[src/rtl/fpu_div_seq_pkg.sv]
// Shared types for the sequential IEEE-754 divider: rounding modes, flags,
// FSM states and operand classification.
package fpu_div_seq_pkg;

    localparam int unsigned MAX_W = 128;

    typedef enum logic [1:0] {
        RND_RNE = 2'd0,
        RND_RTZ = 2'd1,
        RND_RDN = 2'd2,
        RND_RUP = 2'd3
    } e_rnd_mode;

    typedef struct packed {
        logic invalid;
        logic div_zero;
        logic overflow;
        logic underflow;
        logic inexact;
    } st_fpu_flags;

    typedef enum logic [2:0] {
        S_IDLE,
        S_UNPACK,
        S_DIVIDE,
        S_NORM_ROUND,
        S_DONE,
        S_HOLD
    } e_div_state;

    typedef enum logic [2:0] {
        FC_ZERO,
        FC_SUB,
        FC_NORM,
        FC_INF,
        FC_QNAN,
        FC_SNAN
    } e_fp_class;

    // Classify a packet zero-extended to MAX_W bits with the given field widths.
    function automatic e_fp_class fp_class(input logic [MAX_W-1:0] p,
                                           input int unsigned exp_w,
                                           input int unsigned man_w);
        logic [MAX_W-1:0] man_mask;
        logic [MAX_W-1:0] exp_mask;
        logic [MAX_W-1:0] man;
        logic [MAX_W-1:0] expo;
        logic             man_msb;
        man_mask = (MAX_W'(1) << man_w) - MAX_W'(1);
        exp_mask = (MAX_W'(1) << exp_w) - MAX_W'(1);
        man      = p & man_mask;
        expo     = (p >> man_w) & exp_mask;
        man_msb  = |(man & (MAX_W'(1) << (man_w - 1)));
        if (expo == '0) begin
            return (man == '0) ? FC_ZERO : FC_SUB;
        end
        if (expo == exp_mask) begin
            if (man == '0) begin
                return FC_INF;
            end
            return man_msb ? FC_QNAN : FC_SNAN;
        end
        return FC_NORM;
    endfunction

endpackage

[src/rtl/fpu_div_seq_if.sv]
// Command/result bundle of the divider: start/cmd_end/busy handshake plus operands.
interface fpu_div_seq_if import fpu_div_seq_pkg::*; #(
    parameter int unsigned EXP_W = 8,
    parameter int unsigned MAN_W = 23
) ();
    localparam int unsigned W = 1 + EXP_W + MAN_W;

    logic        start;
    logic [W-1:0] a_operand;
    logic [W-1:0] b_operand;
    e_rnd_mode   rnd_mode;
    logic [W-1:0] ieee_packet_out;
    st_fpu_flags flags;
    logic        cmd_end;
    logic        busy;

    modport master (
        output start, a_operand, b_operand, rnd_mode,
        input  ieee_packet_out, flags, cmd_end, busy
    );

    modport slave (
        input  start, a_operand, b_operand, rnd_mode,
        output ieee_packet_out, flags, cmd_end, busy
    );
endinterface

[src/rtl/fpu_round.sv]
// Combinational rounder: applies the rounding mode to a normalised mantissa and
// resolves exponent overflow/underflow into the final packet.
module fpu_round import fpu_div_seq_pkg::*; #(
    parameter int unsigned EXP_W = 8,
    parameter int unsigned MAN_W = 23
) (
    input  logic                      [MAN_W:0]       mant,
    input  logic                                      guard,
    input  logic                                      sticky,
    input  logic                                      sign,
    input  logic signed               [EXP_W+1:0]     exp_in,
    input  e_rnd_mode                                 rnd_mode,
    output logic                      [EXP_W+MAN_W:0] result,
    output logic                                      overflow,
    output logic                                      underflow,
    output logic                                      inexact
);
    localparam int unsigned EW = EXP_W + 2;
    localparam int unsigned SW = MAN_W + 2;
    localparam logic signed [EW-1:0] E_OVF  = EW'(2**EXP_W - 1);
    localparam logic signed [EW-1:0] E_ZERO = '0;

    logic                 lost;
    logic                 round_up;
    logic                 carry;
    logic                 to_max;
    logic [SW-1:0]        sum;
    logic [MAN_W-1:0]     frac;
    logic signed [EW-1:0] e_r;

    always_comb begin
        lost     = guard | sticky;
        round_up = 1'b0;
        case (rnd_mode)
            RND_RNE: round_up = guard & (sticky | mant[0]);
            RND_RTZ: round_up = 1'b0;
            RND_RDN: round_up = sign & lost;
            default: round_up = ~sign & lost;
        endcase

        // A carry out of the mantissa leaves 1.000..0; renormalise by one.
        sum   = {1'b0, mant} + SW'(round_up);
        carry = sum[SW-1];
        frac  = carry ? sum[MAN_W:1] : sum[MAN_W-1:0];
        e_r   = exp_in + $signed({{(EW-1){1'b0}}, carry});

        overflow  = (e_r >= E_OVF);
        underflow = (e_r <= E_ZERO);
        inexact   = lost | overflow | underflow;
        to_max    = (rnd_mode == RND_RTZ) ||
                    ((rnd_mode == RND_RDN) && !sign) ||
                    ((rnd_mode == RND_RUP) && sign);

        result = {sign, e_r[EXP_W-1:0], frac};
        if (overflow) begin
            result = to_max ? {sign, EXP_W'(2**EXP_W - 2), {MAN_W{1'b1}}}
                            : {sign, {EXP_W{1'b1}}, {MAN_W{1'b0}}};
        end else if (underflow) begin
            result = {sign, {(EXP_W+MAN_W){1'b0}}};
        end
    end
endmodule

[src/rtl/fpu_div_seq.sv]
// Multi-cycle IEEE-754 divider: radix-2 restoring mantissa division, one
// quotient bit per clock, start/cmd_end/busy handshake.
module fpu_div_seq import fpu_div_seq_pkg::*; #(
    parameter int unsigned EXP_W = 8,
    parameter int unsigned MAN_W = 23
) (
    input logic         clk,
    input logic         arst,
    fpu_div_seq_if.slave bus
);
    localparam int unsigned W     = 1 + EXP_W + MAN_W;
    localparam int unsigned EW    = EXP_W + 2;
    localparam int unsigned QW    = MAN_W + 3;
    localparam int unsigned RW    = MAN_W + 2;
    localparam int unsigned CNT_W = $clog2(MAN_W + 4);
    localparam int unsigned BIAS  = 2**(EXP_W-1) - 1;
    localparam logic [CNT_W-1:0] CNT_LAST = CNT_W'(MAN_W + 2);
    localparam logic [W-1:0]     QNAN = {1'b0, {EXP_W{1'b1}}, 1'b1, {(MAN_W-1){1'b0}}};

    e_div_state           state;
    logic [W-1:0]         a_q, b_q, res_q;
    e_rnd_mode            rnd_q;
    st_fpu_flags          flags_q;
    logic                 busy_q, cmd_end_q;
    logic signed [EW-1:0] exp_q;
    logic [RW-1:0]        rem_q;
    logic [MAN_W:0]       div_q;
    logic [QW-1:0]        quo_q;
    logic [CNT_W-1:0]     cnt_q;

    logic [EXP_W-1:0]     ea, eb;
    logic [MAN_W-1:0]     ma, mb;
    logic                 sign;
    e_fp_class            cls_a, cls_b;
    logic                 a_nan, b_nan, a_snan, b_snan, a_zero, b_zero, a_inf, b_inf;
    logic                 special;
    logic [W-1:0]         spec_res;
    st_fpu_flags          spec_flags;

    assign ea    = a_q[W-2:MAN_W];
    assign eb    = b_q[W-2:MAN_W];
    assign ma    = a_q[MAN_W-1:0];
    assign mb    = b_q[MAN_W-1:0];
    assign sign  = a_q[W-1] ^ b_q[W-1];
    assign cls_a = fp_class(MAX_W'(a_q), EXP_W, MAN_W);
    assign cls_b = fp_class(MAX_W'(b_q), EXP_W, MAN_W);

    // Subnormals are flushed, so they classify as zero here.
    assign a_snan = (cls_a == FC_SNAN);
    assign b_snan = (cls_b == FC_SNAN);
    assign a_nan  = a_snan | (cls_a == FC_QNAN);
    assign b_nan  = b_snan | (cls_b == FC_QNAN);
    assign a_zero = (cls_a == FC_ZERO) | (cls_a == FC_SUB);
    assign b_zero = (cls_b == FC_ZERO) | (cls_b == FC_SUB);
    assign a_inf  = (cls_a == FC_INF);
    assign b_inf  = (cls_b == FC_INF);

    always_comb begin
        special    = 1'b1;
        spec_res   = '0;
        spec_flags = '0;
        if (a_nan || b_nan) begin
            spec_res           = QNAN;
            spec_flags.invalid = a_snan | b_snan;
        end else if ((a_zero && b_zero) || (a_inf && b_inf)) begin
            spec_res           = QNAN;
            spec_flags.invalid = 1'b1;
        end else if (b_zero) begin
            spec_res            = {sign, {EXP_W{1'b1}}, {MAN_W{1'b0}}};
            spec_flags.div_zero = 1'b1;
        end else if (a_inf) begin
            spec_res = {sign, {EXP_W{1'b1}}, {MAN_W{1'b0}}};
        end else if (a_zero || b_inf) begin
            spec_res = {sign, {(W-1){1'b0}}};
        end else begin
            special = 1'b0;
        end
    end

    // Restoring step: keep the trial difference only when it is non-negative.
    logic [RW:0]   diff;
    logic          q_bit;
    logic [RW-1:0] rem_sel;
    assign diff    = {1'b0, rem_q} - {2'b00, div_q};
    assign q_bit   = ~diff[RW];
    assign rem_sel = q_bit ? diff[RW-1:0] : rem_q;

    logic                 q_msb;
    logic [QW-1:0]        quo_n;
    logic signed [EW-1:0] exp_n;
    logic [W-1:0]         rnd_res;
    logic                 ovf, unf, inx;
    assign q_msb = quo_q[QW-1];
    assign quo_n = q_msb ? quo_q : {quo_q[QW-2:0], 1'b0};
    assign exp_n = q_msb ? exp_q : exp_q - $signed(EW'(1));

    fpu_round #(.EXP_W(EXP_W), .MAN_W(MAN_W)) u_round (
        .mant      (quo_n[QW-1:2]),
        .guard     (quo_n[1]),
        .sticky    (quo_n[0] | (|rem_q)),
        .sign      (sign),
        .exp_in    (exp_n),
        .rnd_mode  (rnd_q),
        .result    (rnd_res),
        .overflow  (ovf),
        .underflow (unf),
        .inexact   (inx)
    );

    always_ff @(posedge clk or posedge arst) begin
        if (arst) begin
            state     <= S_IDLE;
            a_q       <= '0;
            b_q       <= '0;
            rnd_q     <= RND_RNE;
            res_q     <= '0;
            flags_q   <= '0;
            busy_q    <= 1'b0;
            cmd_end_q <= 1'b0;
            exp_q     <= '0;
            rem_q     <= '0;
            div_q     <= '0;
            quo_q     <= '0;
            cnt_q     <= '0;
        end else begin
            case (state)
                S_IDLE: begin
                    if (bus.start) begin
                        a_q    <= bus.a_operand;
                        b_q    <= bus.b_operand;
                        rnd_q  <= bus.rnd_mode;
                        busy_q <= 1'b1;
                        state  <= S_UNPACK;
                    end
                end
                S_UNPACK: begin
                    if (special) begin
                        res_q     <= spec_res;
                        flags_q   <= spec_flags;
                        cmd_end_q <= 1'b1;
                        state     <= S_DONE;
                    end else begin
                        exp_q <= $signed(EW'(ea)) - $signed(EW'(eb)) + $signed(EW'(BIAS));
                        rem_q <= {1'b0, 1'b1, ma};
                        div_q <= {1'b1, mb};
                        quo_q <= '0;
                        cnt_q <= '0;
                        state <= S_DIVIDE;
                    end
                end
                S_DIVIDE: begin
                    rem_q <= rem_sel << 1;
                    quo_q <= {quo_q[QW-2:0], q_bit};
                    cnt_q <= cnt_q + CNT_W'(1);
                    if (cnt_q == CNT_LAST) begin
                        state <= S_NORM_ROUND;
                    end
                end
                S_NORM_ROUND: begin
                    res_q     <= rnd_res;
                    flags_q   <= '{invalid: 1'b0, div_zero: 1'b0,
                                   overflow: ovf, underflow: unf, inexact: inx};
                    cmd_end_q <= 1'b1;
                    state     <= S_DONE;
                end
                S_DONE: begin
                    cmd_end_q <= 1'b0;
                    busy_q    <= 1'b0;
                    state     <= bus.start ? S_HOLD : S_IDLE;
                end
                S_HOLD: begin
                    if (!bus.start) begin
                        state <= S_IDLE;
                    end
                end
                default: state <= S_IDLE;
            endcase
        end
    end

    assign bus.ieee_packet_out = res_q;
    assign bus.flags           = flags_q;
    assign bus.cmd_end         = cmd_end_q;
    assign bus.busy            = busy_q;
endmodule
[src/flat_wrapper.sv]
// flat-port wrapper written by rule: the top's interface ports become plain ports
module fpu_div_seq_flat import fpu_div_seq_pkg::*;
#(
    parameter int unsigned EXP_W = 8,
    parameter int unsigned MAN_W = 23
)
  (clk, arst, bus_start, bus_a_operand, bus_b_operand, bus_rnd_mode, bus_ieee_packet_out, bus_flags, bus_cmd_end, bus_busy);
  fpu_div_seq_if #(.EXP_W(EXP_W), .MAN_W(MAN_W)) bus_i ();
  input logic clk;
  input logic arst;
  input wire logic [$bits(bus_i.start)-1:0] bus_start;
  input wire logic [$bits(bus_i.a_operand)-1:0] bus_a_operand;
  input wire logic [$bits(bus_i.b_operand)-1:0] bus_b_operand;
  input wire logic [$bits(bus_i.rnd_mode)-1:0] bus_rnd_mode;
  output wire logic [$bits(bus_i.ieee_packet_out)-1:0] bus_ieee_packet_out;
  output wire logic [$bits(bus_i.flags)-1:0] bus_flags;
  output wire logic [$bits(bus_i.cmd_end)-1:0] bus_cmd_end;
  output wire logic [$bits(bus_i.busy)-1:0] bus_busy;
  assign bus_i.start = bus_start;
  assign bus_i.a_operand = bus_a_operand;
  assign bus_i.b_operand = bus_b_operand;
  assign bus_i.rnd_mode = bus_rnd_mode;
  assign bus_ieee_packet_out = bus_i.ieee_packet_out;
  assign bus_flags = bus_i.flags;
  assign bus_cmd_end = bus_i.cmd_end;
  assign bus_busy = bus_i.busy;
  fpu_div_seq #(.EXP_W(EXP_W), .MAN_W(MAN_W)) u_core (.clk(clk), .arst(arst), .bus(bus_i));
endmodule
[config.mk]
export PLATFORM = sky130hd
export DESIGN_NAME = fpu_div_seq_flat
export DESIGN_NICKNAME = d
export VERILOG_FILES = /design/src/rtl/fpu_div_seq_pkg.sv /design/src/rtl/fpu_div_seq_if.sv /design/src/rtl/fpu_round.sv /design/src/rtl/fpu_div_seq.sv /design/src/flat_wrapper.sv
export SDC_FILE = /design/constraint.sdc
export NUM_CORES = 1
export LEC_CHECK = 0
export BUFFER_PORTS_ARGS = -buffer_cell sky130_fd_sc_hd__buf_2
export CAP_MARGIN = 20
export CORE_MARGIN = 2
export CORE_UTILIZATION = 33
export DETAILED_ROUTE_END_ITERATION = 10
export MAX_ROUTING_LAYER = met4
export PLACE_DENSITY = 0.45
export REMOVE_ABC_BUFFERS = 1
export SLEW_MARGIN = 20
export SYNTH_ARGS = -nofsm -noshare
export SYNTH_HDL_FRONTEND = slang
export SYNTH_SLANG_ARGS = --single-unit
[constraint.sdc]
create_clock -name clk -period 8.3 [get_ports clk]
set_clock_uncertainty 0.05 [all_clocks]
set_input_delay 1.66 -clock clk [delete_from_list [all_inputs] [get_ports clk]]
set_output_delay 1.66 -clock clk [all_outputs]
set_load 0.1 [all_outputs]
==> impl_metrics.toml <==
[worst_setup_path]
required_ns = 8.63
crit_path_max_fanout = 11
rr_worst_depth = 22
worst_setup_path_end_kind = "flip-flop"
rr_endpoint = "u_core.bus.ieee_packet_out[15]"
rrSetupSlack_ns = 1.96
worst_setup_path_endpoint = "u_core.bus.ieee_packet_out[15]"
criticalPathCategory = "reg -> reg"
rr_startpoint = "u_core.b_q[31]"
worst_setup_path_startpoint = "u_core.b_q[31]"
cp.arrival_ns = 6.67
critical_path.startpoint_type = "flip-flop"

[floorplanning]
initial_utilization_pct = 33.6
num_rows = 68
core_region_area_sq_mm = 0.0347
die_area_sq_mm = 0.0369
num_io_pins = 108
die_h_um = 192
die_width_um = 192

[cells_and_area]
filler_cell_count = 3579
multiInputGateArea_sq_mm = 0.00623
antenna_cells = 0
final-seq-area_sq_mm = 0.00496
design.final.nets = 1445
final_core_utilization_pct = 38.0
area.growth.synth_to_final_pct = 13.1
layout-drive-gt1-share_pct = 17.3

[sta]
hold_viol = 0
setup_viol = 0
finalSetupTns_ns = 0
timing_worst_slew_pin_value_ns = 1.13
report.final.slew_viol_count = 0
maxSlewHeadroom_pct = 24.5
grt_setup_unrepaired = "no"
min_period_ns = 6.34
layout_worst_path_cycle_share_pct = 76.4
fmax_mhz = 158

[yosys]
yosysWarningCount = 0
synth-compound-area-share_pct = 16.7
synth-adder-area-share_pct = 4.74
post_synth_mux_area_share_pct = 7.45
yosys.cell_types.count = 71
synthesized_instance_count = 1273
yosys.area_share.simple_pct = 18.5
synth-edff-count = 0
synth_top_family_by_area = "simple AND/OR/NAND/NOR gates"
synthXorXnorAreaFrac_pct = 5.81
asyncSetResetFlopFracSynth_pct = 100
synth.yosys.seq_area_share_pct = 42.4
synth_flop_cell = "sky130_fd_sc_hd__dfrtp_1"
netlist_area_sq_mm = 0.0117
avgSynthCellArea_sq_um = 9.17
ys_seq_elements = 198

[routing]
tritonroute_pass_1_iters = 5
routed_wire_length_per_instance_um = 17.5
ant_nets = 0
routed_via_density = 5.10
remaining_routing_drc_violations = 0
via_count = 9175
highest_layer = "met4"
drt_iter0_drc = 504
wl_met2_um = 14100
route.met3.wl_um = 1000
totalWireLength_um = 31400
route.layer.met1.wl_um = 16100

[worst_hold_path]
min_path_type = "reg -> reg"
min_path_cells = 2

[place]
finalWeightedCongestion = 0.869
portBuffers = 107
hpwlAfterDp_um = 22600

[job]
timing.max_cap.violations = 0

[global_route]
congestion_overflow_gr = 0
track_usage_pct = 18.1
grt_pass1_vias = 9012
antenna_found_initial = 0
grt_first_pass_wirelength_um = 50900
grt_max_degree = 86

[power]
peak_vdd_ir_uv = 252
power-per-cell-area_mw_per_mm2 = 466
power.leakage_nw = 5.67

[outcome]
outcome = "finished, final reports clean"

[clock_tree]
tritoncts_clock_tree = "built"
clockBufferDepth = 2
cts_root_buf = "sky130_fd_sc_hd__clkbuf_16"
cts_hold_buffers = 0
clkTransAtPathRegs_ns = 0.07
cts_buffers = 17
post_cts_setup_bufs = 0
clock_latency_ns = 0.45
cts_resized = 0
clock-sinks = 198
cts_htree_levels = 4
[through the flow]
stage               cell area (sq um)  total power [mW]  hold WS (ns)  setup slack, ns  std cells
floorplan                       11400              4.43         0.368             1.14       1198
global placement                12600              5.25         0.388             2.04       1769
detailed placement              12600              5.25         0.392             1.89       1769
CTS                             13200              6.22         0.417             1.87       1799
global route                    13200              6.69         0.434             1.32       1799
finish                          13200              6.15         0.408             1.96       1799
[sequential cells by signal (all words and copies together) (netlist names), 3 cells and up]
name / count
u_core.bus.flags: 5
u_core.quo_q: 26
u_core.bus.ieee_packet_out: 32
u_core.a_q: 32
u_core.div_q: 24
u_core.state: 3
u_core.rem_q: 25
u_core.cnt_q: 5
u_core.b_q: 32
u_core.exp_q: 10
[worst min path at each step]
stage                                start  slack (ns)                to
final                     u_core.div_q[23]        0.41  u_core.div_q[23]
after global routing      u_core.div_q[23]        0.43  u_core.div_q[23]
after floorplan           u_core.div_q[23]        0.37  u_core.div_q[23]
after CTS                 u_core.div_q[23]        0.42  u_core.div_q[23]
after global placement    u_core.div_q[23]        0.39  u_core.div_q[23]
after detailed placement  u_core.div_q[23]        0.39  u_core.div_q[23]
[logic make-up after synthesis]
kind of cell               count (synthesis)
adders and majority gates                 43
muxes                                     79
buffers and inverters                    129
AOI/OAI and AO/OA                        301
DFF                                      198
and+or+nand+nor                          449
xor gates and xnor gates                  74
[Yosys cell counts, types with 20 or more instances]
cell / instances / area (sq um)
sky130_fd_sc_hd__nand2_1: 216 / 811
sky130_fd_sc_hd__dfrtp_1: 198 / 4950
sky130_fd_sc_hd__o21ai_0: 101 / 505
sky130_fd_sc_hd__nor2_1: 73 / 274
sky130_fd_sc_hd__mux2_2: 63 / 709
sky130_fd_sc_hd__a21oi_1: 60 / 300
sky130_fd_sc_hd__clkbuf_1: 54 / 203
sky130_fd_sc_hd__inv_1: 54 / 203
sky130_fd_sc_hd__ha_1: 41 / 513
sky130_fd_sc_hd__xnor2_1: 39 / 342
sky130_fd_sc_hd__xor2_1: 31 / 272
sky130_fd_sc_hd__nand3_1: 25 / 125
sky130_fd_sc_hd__a221o_1: 23 / 230
sky130_fd_sc_hd__nor3_1: 22 / 110
sky130_fd_sc_hd__a31oi_1: 20 / 125
sky130_fd_sc_hd__nor4_1: 20 / 125
[placed cells by master, fill, tap and decap left out, types with 4 or more instances in the layout]
master	Yosys	final
sky130_fd_sc_hd__a211o_1	4	4
sky130_fd_sc_hd__a211oi_1	17	17
sky130_fd_sc_hd__a21boi_0	8	8
sky130_fd_sc_hd__a21o_1	14	14
sky130_fd_sc_hd__a21oi_1	60	60
sky130_fd_sc_hd__a221o_1	23	23
sky130_fd_sc_hd__a31oi_1	20	20
sky130_fd_sc_hd__and2_1	4	4
sky130_fd_sc_hd__and3_1	11	11
sky130_fd_sc_hd__buf_2	4	107
sky130_fd_sc_hd__buf_4	2	9
sky130_fd_sc_hd__bufinv_16	0	5
sky130_fd_sc_hd__clkbuf_16	0	17
sky130_fd_sc_hd__dfrtp_1	198	197
sky130_fd_sc_hd__ha_1	41	41
sky130_fd_sc_hd__inv_1	54	53
sky130_fd_sc_hd__mux2_2	63	63
sky130_fd_sc_hd__mux2i_1	16	16
sky130_fd_sc_hd__nand2_1	216	215
sky130_fd_sc_hd__nand2b_1	12	12
sky130_fd_sc_hd__nand3_1	25	25
sky130_fd_sc_hd__nand4_1	14	14
sky130_fd_sc_hd__nor2_1	73	73
sky130_fd_sc_hd__nor2b_1	14	14
sky130_fd_sc_hd__nor3_1	22	20
sky130_fd_sc_hd__nor3_2	2	4
sky130_fd_sc_hd__nor4_1	20	20
sky130_fd_sc_hd__o2111ai_1	4	4
sky130_fd_sc_hd__o21a_1	6	6
sky130_fd_sc_hd__o21ai_0	101	100
sky130_fd_sc_hd__o31a_1	7	7
sky130_fd_sc_hd__o31ai_1	12	12
sky130_fd_sc_hd__or3_1	5	5
sky130_fd_sc_hd__or4_1	5	5
sky130_fd_sc_hd__xnor2_1	39	39
sky130_fd_sc_hd__xnor2_2	4	4
sky130_fd_sc_hd__xor2_1	31	31
[per-layer routing]
| metal | vias to the layer above | GRT usage [%] |
|---|---|---|
| li1 | 4620 | - |
| met1 | 4398 | 25.7 |
| met2 | 142 | 27.0 |
| met3 | 15 | 3.22 |
| met4 | 0 | 3.85 |
| met5 | - | - |
[layout make-up]
type                    instances  share of cell area [%]
inverters                      54                    1.59
repair buffers                116                    4.57
clock buffers                  19                    3.35
flip-flops and latches        198                    37.5
well taps                     455                    4.31
clock inverters                11                    1.50
multi-input cells             946                    47.2
[worst max-delay path, cell delays in order, from the launching register on]
cell and delay [ns]:
sky130_fd_sc_hd__dfrtp_1 0.39, sky130_fd_sc_hd__xnor2_1 0.29, sky130_fd_sc_hd__ha_1 0.18, sky130_fd_sc_hd__nand2_1 0.06, sky130_fd_sc_hd__a21oi_1 0.12, sky130_fd_sc_hd__o21bai_1 0.12
sky130_fd_sc_hd__ha_1 0.23, sky130_fd_sc_hd__ha_1 0.22, sky130_fd_sc_hd__nand3_1 0.15, sky130_fd_sc_hd__a211oi_1 0.36, sky130_fd_sc_hd__nor3b_1 0.46, sky130_fd_sc_hd__nor2b_1 0.28
sky130_fd_sc_hd__nand2_1 0.14, sky130_fd_sc_hd__nor2_1 0.34, sky130_fd_sc_hd__ha_1 0.29, sky130_fd_sc_hd__o31ai_1 0.16, sky130_fd_sc_hd__nor3_2 0.43, sky130_fd_sc_hd__o2111ai_1 0.25
sky130_fd_sc_hd__xnor2_2 0.29, sky130_fd_sc_hd__and2_1 0.36, sky130_fd_sc_hd__o31ai_4 0.20, sky130_fd_sc_hd__nor3_2 0.64, sky130_fd_sc_hd__a221o_1 0.26
[report_power, final]
group	internal (mW)	leakage, nW	switching (mW)	total, mW
Clock	0.543	0.310	0.387	0.930
Combinational	1.26	2.90	2.19	3.45
Sequential	1.38	2.46	0.398	1.77
(Power assumes the default switching activity.)
